--- src/rtl/riscv_pkg.sv ---
// Shared core parameters plus the program loader's state type and field widths.
package riscv_pkg;

    localparam int SIZE       = 1024;  // BRAM depth in 32-bit words
    localparam int ADDR_WIDTH = 10;    // word-address width
    localparam int NB_COL     = 4;     // byte lanes per word
    localparam int COL_WIDTH  = 8;     // bits per lane

    localparam int LOADER_LEN_W  = 16;
    localparam int LOADER_BYTE_W = 8;

    typedef enum logic [2:0] {
        IDLE,
        LEN0,
        LEN1,
        DATA,
        CSUM,
        DONE,
        ERR
    } loader_state_t;

endpackage

--- src/rtl/bram_loader.sv ---
// Framed byte-stream program loader: writes the payload into the BRAM one byte
// lane per accepted byte, and keeps the core in reset until a frame with a good
// XOR checksum has been fully written.
module bram_loader
    import riscv_pkg::*;
#(
    parameter int MEM_SIZE = SIZE,
    parameter int MEM_AW   = ADDR_WIDTH,
    parameter int LANES    = NB_COL,
    parameter int LANE_W   = COL_WIDTH
) (
    input  logic                      clk,
    input  logic                      reset_n,
    input  logic                      load_start,
    input  logic [LOADER_BYTE_W-1:0]  in_data,
    input  logic                      in_valid,
    output logic                      in_ready,
    output logic [LANES-1:0]          mem_we,
    output logic [MEM_AW-1:0]         mem_addr,
    output logic [LANES*LANE_W-1:0]   mem_wdata,
    output logic                      core_hold,
    output logic                      load_done,
    output logic                      load_err
);

    localparam int BI_W = (LANES > 1) ? $clog2(LANES) : 1;

    loader_state_t              state;
    logic [MEM_AW:0]            word_idx;   // one extra bit so N == MEM_SIZE fits
    logic [BI_W-1:0]            byte_idx;
    logic [LOADER_LEN_W-1:0]    len;
    logic [LOADER_BYTE_W-1:0]   csum;

    logic                       accept;
    logic                       lane_last;
    logic                       last_byte;
    logic [MEM_AW:0]            word_nxt;
    logic [LOADER_LEN_W-1:0]    len_full;
    logic                       oversize;

    // Ready depends only on state and start; a start pulse always blocks the byte.
    always_comb begin
        in_ready = 1'b0;
        if (!load_start) begin
            case (state)
                LEN0, LEN1, DATA, CSUM, ERR: in_ready = 1'b1;
                default:                     in_ready = 1'b0;
            endcase
        end
    end

    assign accept    = in_valid && in_ready;
    assign word_nxt  = word_idx + (MEM_AW+1)'(1);
    assign lane_last = (byte_idx == BI_W'(LANES-1));
    assign last_byte = lane_last && (LOADER_LEN_W'(word_nxt) == len);
    assign len_full  = {in_data, len[7:0]};
    assign oversize  = 32'(len_full) > $unsigned(MEM_SIZE);

    // Frame FSM with registered write port and status outputs.
    always_ff @(posedge clk or negedge reset_n) begin
        if (!reset_n) begin
            state     <= IDLE;
            word_idx  <= '0;
            byte_idx  <= '0;
            len       <= '0;
            csum      <= '0;
            mem_we    <= '0;
            mem_addr  <= '0;
            mem_wdata <= '0;
            core_hold <= 1'b1;
            load_done <= 1'b0;
            load_err  <= 1'b0;
        end else if (load_start) begin
            // Restart from any state; previously written memory is left as is.
            state     <= LEN0;
            word_idx  <= '0;
            byte_idx  <= '0;
            len       <= '0;
            csum      <= '0;
            mem_we    <= '0;
            core_hold <= 1'b1;
            load_done <= 1'b0;
            load_err  <= 1'b0;
        end else begin
            mem_we <= '0;
            if (accept) begin
                case (state)
                    LEN0: begin
                        len[7:0] <= in_data;
                        state    <= LEN1;
                    end
                    LEN1: begin
                        len[15:8] <= in_data;
                        if (oversize) begin
                            state    <= ERR;
                            load_err <= 1'b1;
                        end else if (len_full == '0) begin
                            state <= CSUM;
                        end else begin
                            state <= DATA;
                        end
                    end
                    DATA: begin
                        mem_we    <= LANES'(1) << byte_idx;
                        mem_addr  <= word_idx[MEM_AW-1:0];
                        mem_wdata <= {LANES{LANE_W'(in_data)}};
                        csum      <= csum ^ in_data;
                        if (lane_last) begin
                            byte_idx <= '0;
                            word_idx <= word_nxt;
                        end else begin
                            byte_idx <= byte_idx + BI_W'(1);
                        end
                        if (last_byte) state <= CSUM;
                    end
                    CSUM: begin
                        if (in_data == csum) begin
                            state     <= DONE;
                            load_done <= 1'b1;
                            core_hold <= 1'b0;
                        end else begin
                            state    <= ERR;
                            load_err <= 1'b1;
                        end
                    end
                    default: ;  // ERR drains the host; bytes are dropped
                endcase
            end
        end
    end

endmodule

--- config.mk ---
export PLATFORM = sky130hd
export DESIGN_NAME = bram_loader
export DESIGN_NICKNAME = d
export VERILOG_FILES = /design/src/rtl/riscv_pkg.sv /design/src/rtl/bram_loader.sv
export SDC_FILE = /design/constraint.sdc
export NUM_CORES = 1
export LEC_CHECK = 0
export BUFFER_PORTS_ARGS = -buffer_cell sky130_fd_sc_hd__buf_2
export CORE_MARGIN = 2
export CORE_UTILIZATION = 57
export CTS_BUF_LIST = sky130_fd_sc_hd__clkbuf_8
export DETAILED_ROUTE_END_ITERATION = 7
export PLACE_DENSITY = 0.87
export SETUP_SLACK_MARGIN = 0.2
export SLEW_MARGIN = 20
export SYNTH_ARGS = -nofsm -noshare
export SYNTH_HDL_FRONTEND = slang
export SYNTH_SLANG_ARGS = --single-unit
export TNS_END_PERCENT = 30
--- constraint.sdc ---
create_clock -name clk -period 6.6 [get_ports clk]
set_input_delay 1.32 -clock clk [delete_from_list [all_inputs] [get_ports clk]]
set_output_delay 1.32 -clock clk [all_outputs]
set_load 0.03 [all_outputs]
==> reports/results.tsv, run 1 <==
metric	value	unit
path_class	primary input to output pin	
holdPathStages	1	
cts_resized	0	
wl_per_cell	15.4	µm
min_to	mem_addr[5]	
reg2reg_slack	4.07	ns
path_delay_family	buffers and inverters	
initial_core_util	59.4	%
ys.flop_type	dfrtp_1	
cts_buffer_depth	2	
r2r_end	mem_addr[9]	
worstPathCellList	buf_2, a21oi_1, and2_1, buf_2	
slew_violations	0	
arrival	2.33	ns
worstSetupEndpointType	output pin	
io_buffers	61	
clock_skew	0.00731	ns
power_frac_comb	37.7	%
worstMarginPinSlew	0.924	ns
grt_pass1_wl	12000	µm
synth.yosys.seq_area_share	45.7	%
nets	389	
synth_cell_type_count	48	
post-route-period-util	55.2	%
area_growth_syn_to_layout	9.49	%
cts.sinks	65	
rsz0062_at_grt	false	
boundaryPins	62	
maxCapViolCount	0	
grt_overflow	0	
dp_hpwl	4860	µm
path_buf_inv	2	
setup_viol	0	
place_ws	2.96	ns
path_common_cell	buf_2	
post-cts-setup-buffers	0	
gp_congestion	0.868	
antenna_found_initial	0	
worstReg2RegStart	state[0]	
cts_buffers	9	
syn_area_per_cell	10.5	µm²
ir_worst_vdd	246	µV
fin_total_pwr	0.00137	W
switching_share	40.7	%
drive_above_1_share	31.9	%
first_iter_violations	175	
postCtsHoldBufs	0	
crit_slowest_cell	buf_2	
antenna_left	0	
n_antenna_cell	0	
hold_class	register to register	
drt-total-wl	6940	µm
startpoint_type	primary input	
synth_edf_count	0	
place_area	3700	µm²
cp_max_fo	40	
clkPwrFrac	24.6	%
clock.fmax	274	MHz
vias	2522	
htree_num_levels	3	
cts_tree	done	
p_leak	1.83	nW
rr_worst_depth	3	
drc	0	
seq_power_share	37.8	%
grt_pass1_vias	2448	
synthCells	340	
cp_data_required_time	5.28	ns
power.internal	0.000813	W
via_per_inst	5.59	
cp_slowest_stage_delay	0.56	ns
p_per_area	352	nW/µm²
grtUsageTotal	21.4	%
yosysWarnings	0	
die_h	83.0	µm
die_w	83.0	µm
worst_slack	2.95	ns
ctsRootBufferMaster	clkbuf_8	
dieArea	6890	µm²
hold_viol_final	0	
netlist_area	3560	µm²
dr.pass1.iters	4	
grt_max_degree	66	
layout_min_cycle_time	3.65	ns
cts.clk_slew.worst_paths	0.07	ns
ys_async_sr_fraction	100	%
switchingPower	0.000558	W
min_from	mem_addr[5]	
tns	0	ns
clk_latency	0.35	ns
slew_headroom	38.1	%
fin_util	65.0	%
std_cell_rows	28	
core	5990	µm²
design_area	3900	µm²
outcome	complete, no violations	
synthesis.nets	357	
ys_ff_latch	65	
==> logic make-up after synthesis <==
family	Yosys count	share of synthesized area, %
compound gates	30	5.73
simple gates	113	16.5
buf+inv	49	8.26
flops	65	45.7
fa+ha+maj	5	1.76
xor+xnor	41	10.1
mux	37	11.9
==> worst register-to-register path: cells and delay by family, from the launching register on <==
family	cells	cell delay, ns
multiplexers	1	0.42
flip-flops	1	0.55
AND/OR/NAND/NOR	2	1.45
==> worst max path at each step <==
stage               startpoint        to  slack (ns)  cells past startpoint
finish              load_start  in_ready        2.95                      4
detailed placement  load_start  in_ready        2.96                      4
global placement    load_start  in_ready        2.99                      4
global route        load_start  in_ready        2.84                      4
floorplan           load_start  in_ready        3.36                      3
CTS                 load_start  in_ready        2.95                      4
==> final cells by class <==
class	instances	area, µm²
inverters	8	30.0
clock buffers	11	151
repair buffers	62	313
flip-flops and latches	65	1630
clock inverters	4	43.8
multi-input cells	226	1640
fillers	482	2090
well taps	75	93.8
==> through the flow <==
stage / hold slack (ns) / instances
final: 0.502 / 451
after global routing: 0.529 / 451
after CTS: 0.507 / 451
after detailed placement: 0.491 / 436
after global placement: 0.477 / 436
after floorplan: 0.480 / 340
==> registers in the layout, indices dropped and copies added (netlist names) <==
register,count
load_done,1
len,16
load_err,1
state,3
csum,8
mem_we,4
byte_idx,2
mem_addr,10
word_idx,11
core_hold,1
mem_wdata,8
==> placed cells by master (no fill, tap or decap), drive strengths merged, types with 9 or more instances in the layout <==
cell type / count
mux2: 36
nand3: 11
xor2: 21
inv: 9
dfrtp: 64
buf: 62
clkbuf: 11
a21oi: 9
nor2: 37
nand2: 22
xnor2: 20
==> synth_stat cells, types with 7 or more instances <==
library cell,instances,area [µm²]
xnor2_1,20,175
nand2_1,22,82.6
mux2_2,34,383
nand3_1,10,50.1
inv_1,7,26.3
nor2b_1,8,50.1
clkbuf_1,10,37.5
nor3_1,7,35.0
dfrtp_1,64,1600
a21oi_1,9,45.0
o21ai_0,7,35.0
nor2_1,37,139
buf_4,26,195
xor2_1,21,184
==> power by group through the flow <==
stage          clock [W]  sequential, W  combinational [W]
6_report        0.000337       0.000518           0.000517
3_3_place_gp           0       0.000518           0.000507
3_5_place_dp           0       0.000524           0.000519
2_1_floorplan          0       0.000557           0.000441
5_1_grt         0.000359       0.000527           0.000550
4_1_cts         0.000341       0.000518           0.000521
==> metal layers <==
metal / vias up / GRT usage (%) / share of wire [%]
met4: 0 / 9.54 / 2.0
met1: 1243 / 28.0 / 44
met3: 18 / 4.37 / 4.8
met2: 76 / 34.5 / 49
li1: 1185 / - / -
met5: - / 0 / 0
Power figures use the tool's default switching activity.
==> run 2: changes to the inputs <==
--- a/config.mk
+++ b/config.mk
@@ -5,6 +5,7 @@
 export SDC_FILE = /design/constraint.sdc
 export NUM_CORES = 1
 export LEC_CHECK = 0
+export ABC_AREA = 1
 export BUFFER_PORTS_ARGS = -buffer_cell sky130_fd_sc_hd__buf_2
 export CORE_MARGIN = 2
 export CORE_UTILIZATION = 57
==> constraint.sdc (replaced) <==
create_clock -name clk -period 3.41 [get_ports clk]
set_input_delay 0.682 -clock clk [delete_from_list [all_inputs] [get_ports clk]]
set_output_delay 0.682 -clock clk [all_outputs]
set_load 0.03 [all_outputs]
==> reports/results.tsv, run 2 <==
metric	value	unit
cp_data_required_time	2.73	ns
clock.fmax	428	MHz
die_h	82.6	µm
startpoint_type	primary input	
post-cts-setup-buffers	0	
place_area	3700	µm²
clock_skew	0.00497	ns
cts.clk_slew.worst_paths	0.07	ns
grt_pass1_wl	12700	µm
clk_latency	0.34	ns
place_ws	0.852	ns
worst_slack	1.07	ns
synthCells	437	
hold_class	primary input to asynchronous set/reset pin	
synthesis.nets	454	
die_w	82.6	µm
boundaryPins	62	
ys.flop_type	dfrtp_1	
rr_worst_depth	14	
tns	0	ns
yosysWarnings	0	
gp_congestion	0.915	
via_per_inst	5.35	
drt-total-wl	7770	µm
n_antenna_cell	0	
crit_path_end	in_ready	
ir_worst_vdd	640	µV
vias	2978	
drive_above_1_share	22.2	%
postCtsHoldBufs	0	
synth.yosys.seq_area_share	46.2	%
regMostFlops	len	
ctsRootBufferMaster	clkbuf_8	
maxCapViolCount	0	
synthTopCellsByArea	dfrtp_1, nand2_1, buf_4	
area_growth_syn_to_layout	10.9	%
cts_buffers	9	
worstSetupEndpointType	output pin	
dieArea	6820	µm²
crit_path_start	load_start	
ys_async_sr_fraction	100	%
reg2reg_slack	1.33	ns
hold_viol_final	0	
r2r_end	state[0]	
ys_ff_latch	65	
dp.cells	541	
synth_cell_type_count	36	
dp_hpwl	5610	µm
p_leak	2.07	nW
grt_max_degree	50	
slew_violations	0	
grtUsageTotal	25.0	%
worstReg2RegStart	word_idx[0]	
cts_buffer_depth	2	
htree_num_levels	3	
cts.sinks	65	
std_cell_rows	28	
antenna_left	0	
path_class	primary input to output pin	
arrival	1.66	ns
dr.pass1.iters	5	
slew_headroom	47.1	%
rsz0062_at_grt	false	
cp_max_fo	16	
cts_tree	done	
layout.cells.most_common	nand2_1	
wl_per_cell	14.0	µm
reg.largest.list	len x16, word_idx x11, mem_addr x10	
worstMarginPinSlew	0.793	ns
netlist_area	3520	µm²
fin_cells	557	
grt_overflow	0	
core	5960	µm²
outcome	complete, no violations	
p_per_area	668	nW/µm²
setup_viol	0	
synth_top_area_cell	dfrtp_1	
largest_reg_flops	16	
synth.top_cell.area_share	45.5	%
first_iter_violations	228	
antenna_found_initial	0	
initial_core_util	59.1	%
design_area	3910	µm²
syn_area_per_cell	8.06	µm²
nets	494	
synth_edf_count	0	
final_cell_mix	nand2_1, dfrtp_1, buf_2	
yosysMostFrequentCell	nand2_1	
post-route-period-util	68.6	%
io_buffers	61	
cts_resized	0	
grt_pass1_vias	2752	
drc	0	
synthTopCellsByCount	nand2_1, dfrtp_1, inv_1	
layout_min_cycle_time	2.34	ns
-- run 2: cell count changes after synthesis, sizes merged, moves of 7 or more --
cell	delta
nor2b	-8
nand2	+100
o21ai	+29
inv	+41
xnor2	-16
xor2	-15
nand3	+23
mux2	-36
o22ai	+7
-- run 2: cell type report --
cell class                      count  area (µm²)
Timing Repair Buffer               64         328
Inverter                           49         184
Fill cell                         493        2050
Clock inverter                      4        42.5
Multi-Input combinational cell    288        1470
Clock buffer                       12         165
Sequential cell                    65        1630
Tap cell                           75        93.8
-- run 2: worst min-delay path by stage --
stage | cells after the start | slack, ns | startpoint | to
5_1_grt | 1 | 0.44 | reset_n | mem_addr[5]
4_1_cts | 1 | 0.41 | reset_n | mem_addr[5]
3_5_place_dp | 2 | 0.46 | core_hold | core_hold
6_report | 1 | 0.39 | reset_n | mem_addr[5]
3_3_place_gp | 2 | 0.46 | mem_addr[6] | mem_addr[6]
2_1_floorplan | 0 | 0.39 | reset_n | byte_idx[0]
-- run 2: metal layers --
| metal | vias to the layer above | GRT usage, % | wire length (µm) |
|---|---|---|---|
| li1 | 1445 | - | - |
| met1 | 1396 | 33.8 | 3380 |
| met2 | 126 | 39.1 | 3690 |
| met3 | 11 | 5.11 | 567 |
| met4 | 0 | 11.0 | 137 |
| met5 | - | 0 | 0 |
-- run 2: cell families (layout without fill, tap and decap cells) --
kind of cell               after synthesis  in the layout  synth area share, %
DFF                                     65             65                 46.2
and+or+nand+nor                        212            212                 26.6
buffers and inverters                   84            129                 12.2
xor gates and xnor gates                10             10                 2.49
adders and majority gates                5              5                 1.78
AOI/OAI and AO/OA                       61             61                 10.8
-- run 2: power breakdown --
part           total [W]  leakage (nW)  internal (W)  switching (W)
Sequential      0.000993         0.871      0.000885       0.000108
Combinational   0.000948          1.08      0.000252       0.000696
Clock           0.000669         0.115      0.000391       0.000278
Total            0.00261          2.07       0.00153        0.00108
-- run 2: worst max-delay path, stage by stage --
cell,delay (ns)
buf_2,0.20
inv_2,0.25
nand2_1,0.13
a21oi_4,0.17
buf_2,0.23
-- run 2: metrics by stage --
step,util [%],total power [W],hold WS [ns]
3_3_place_gp,62.1,0.00193,0.460
5_1_grt,65.6,0.00277,0.436
3_5_place_dp,62.1,0.00195,0.457
6_report,65.6,0.00261,0.387
4_1_cts,65.6,0.00262,0.409
2_1_floorplan,-,0.00185,0.386
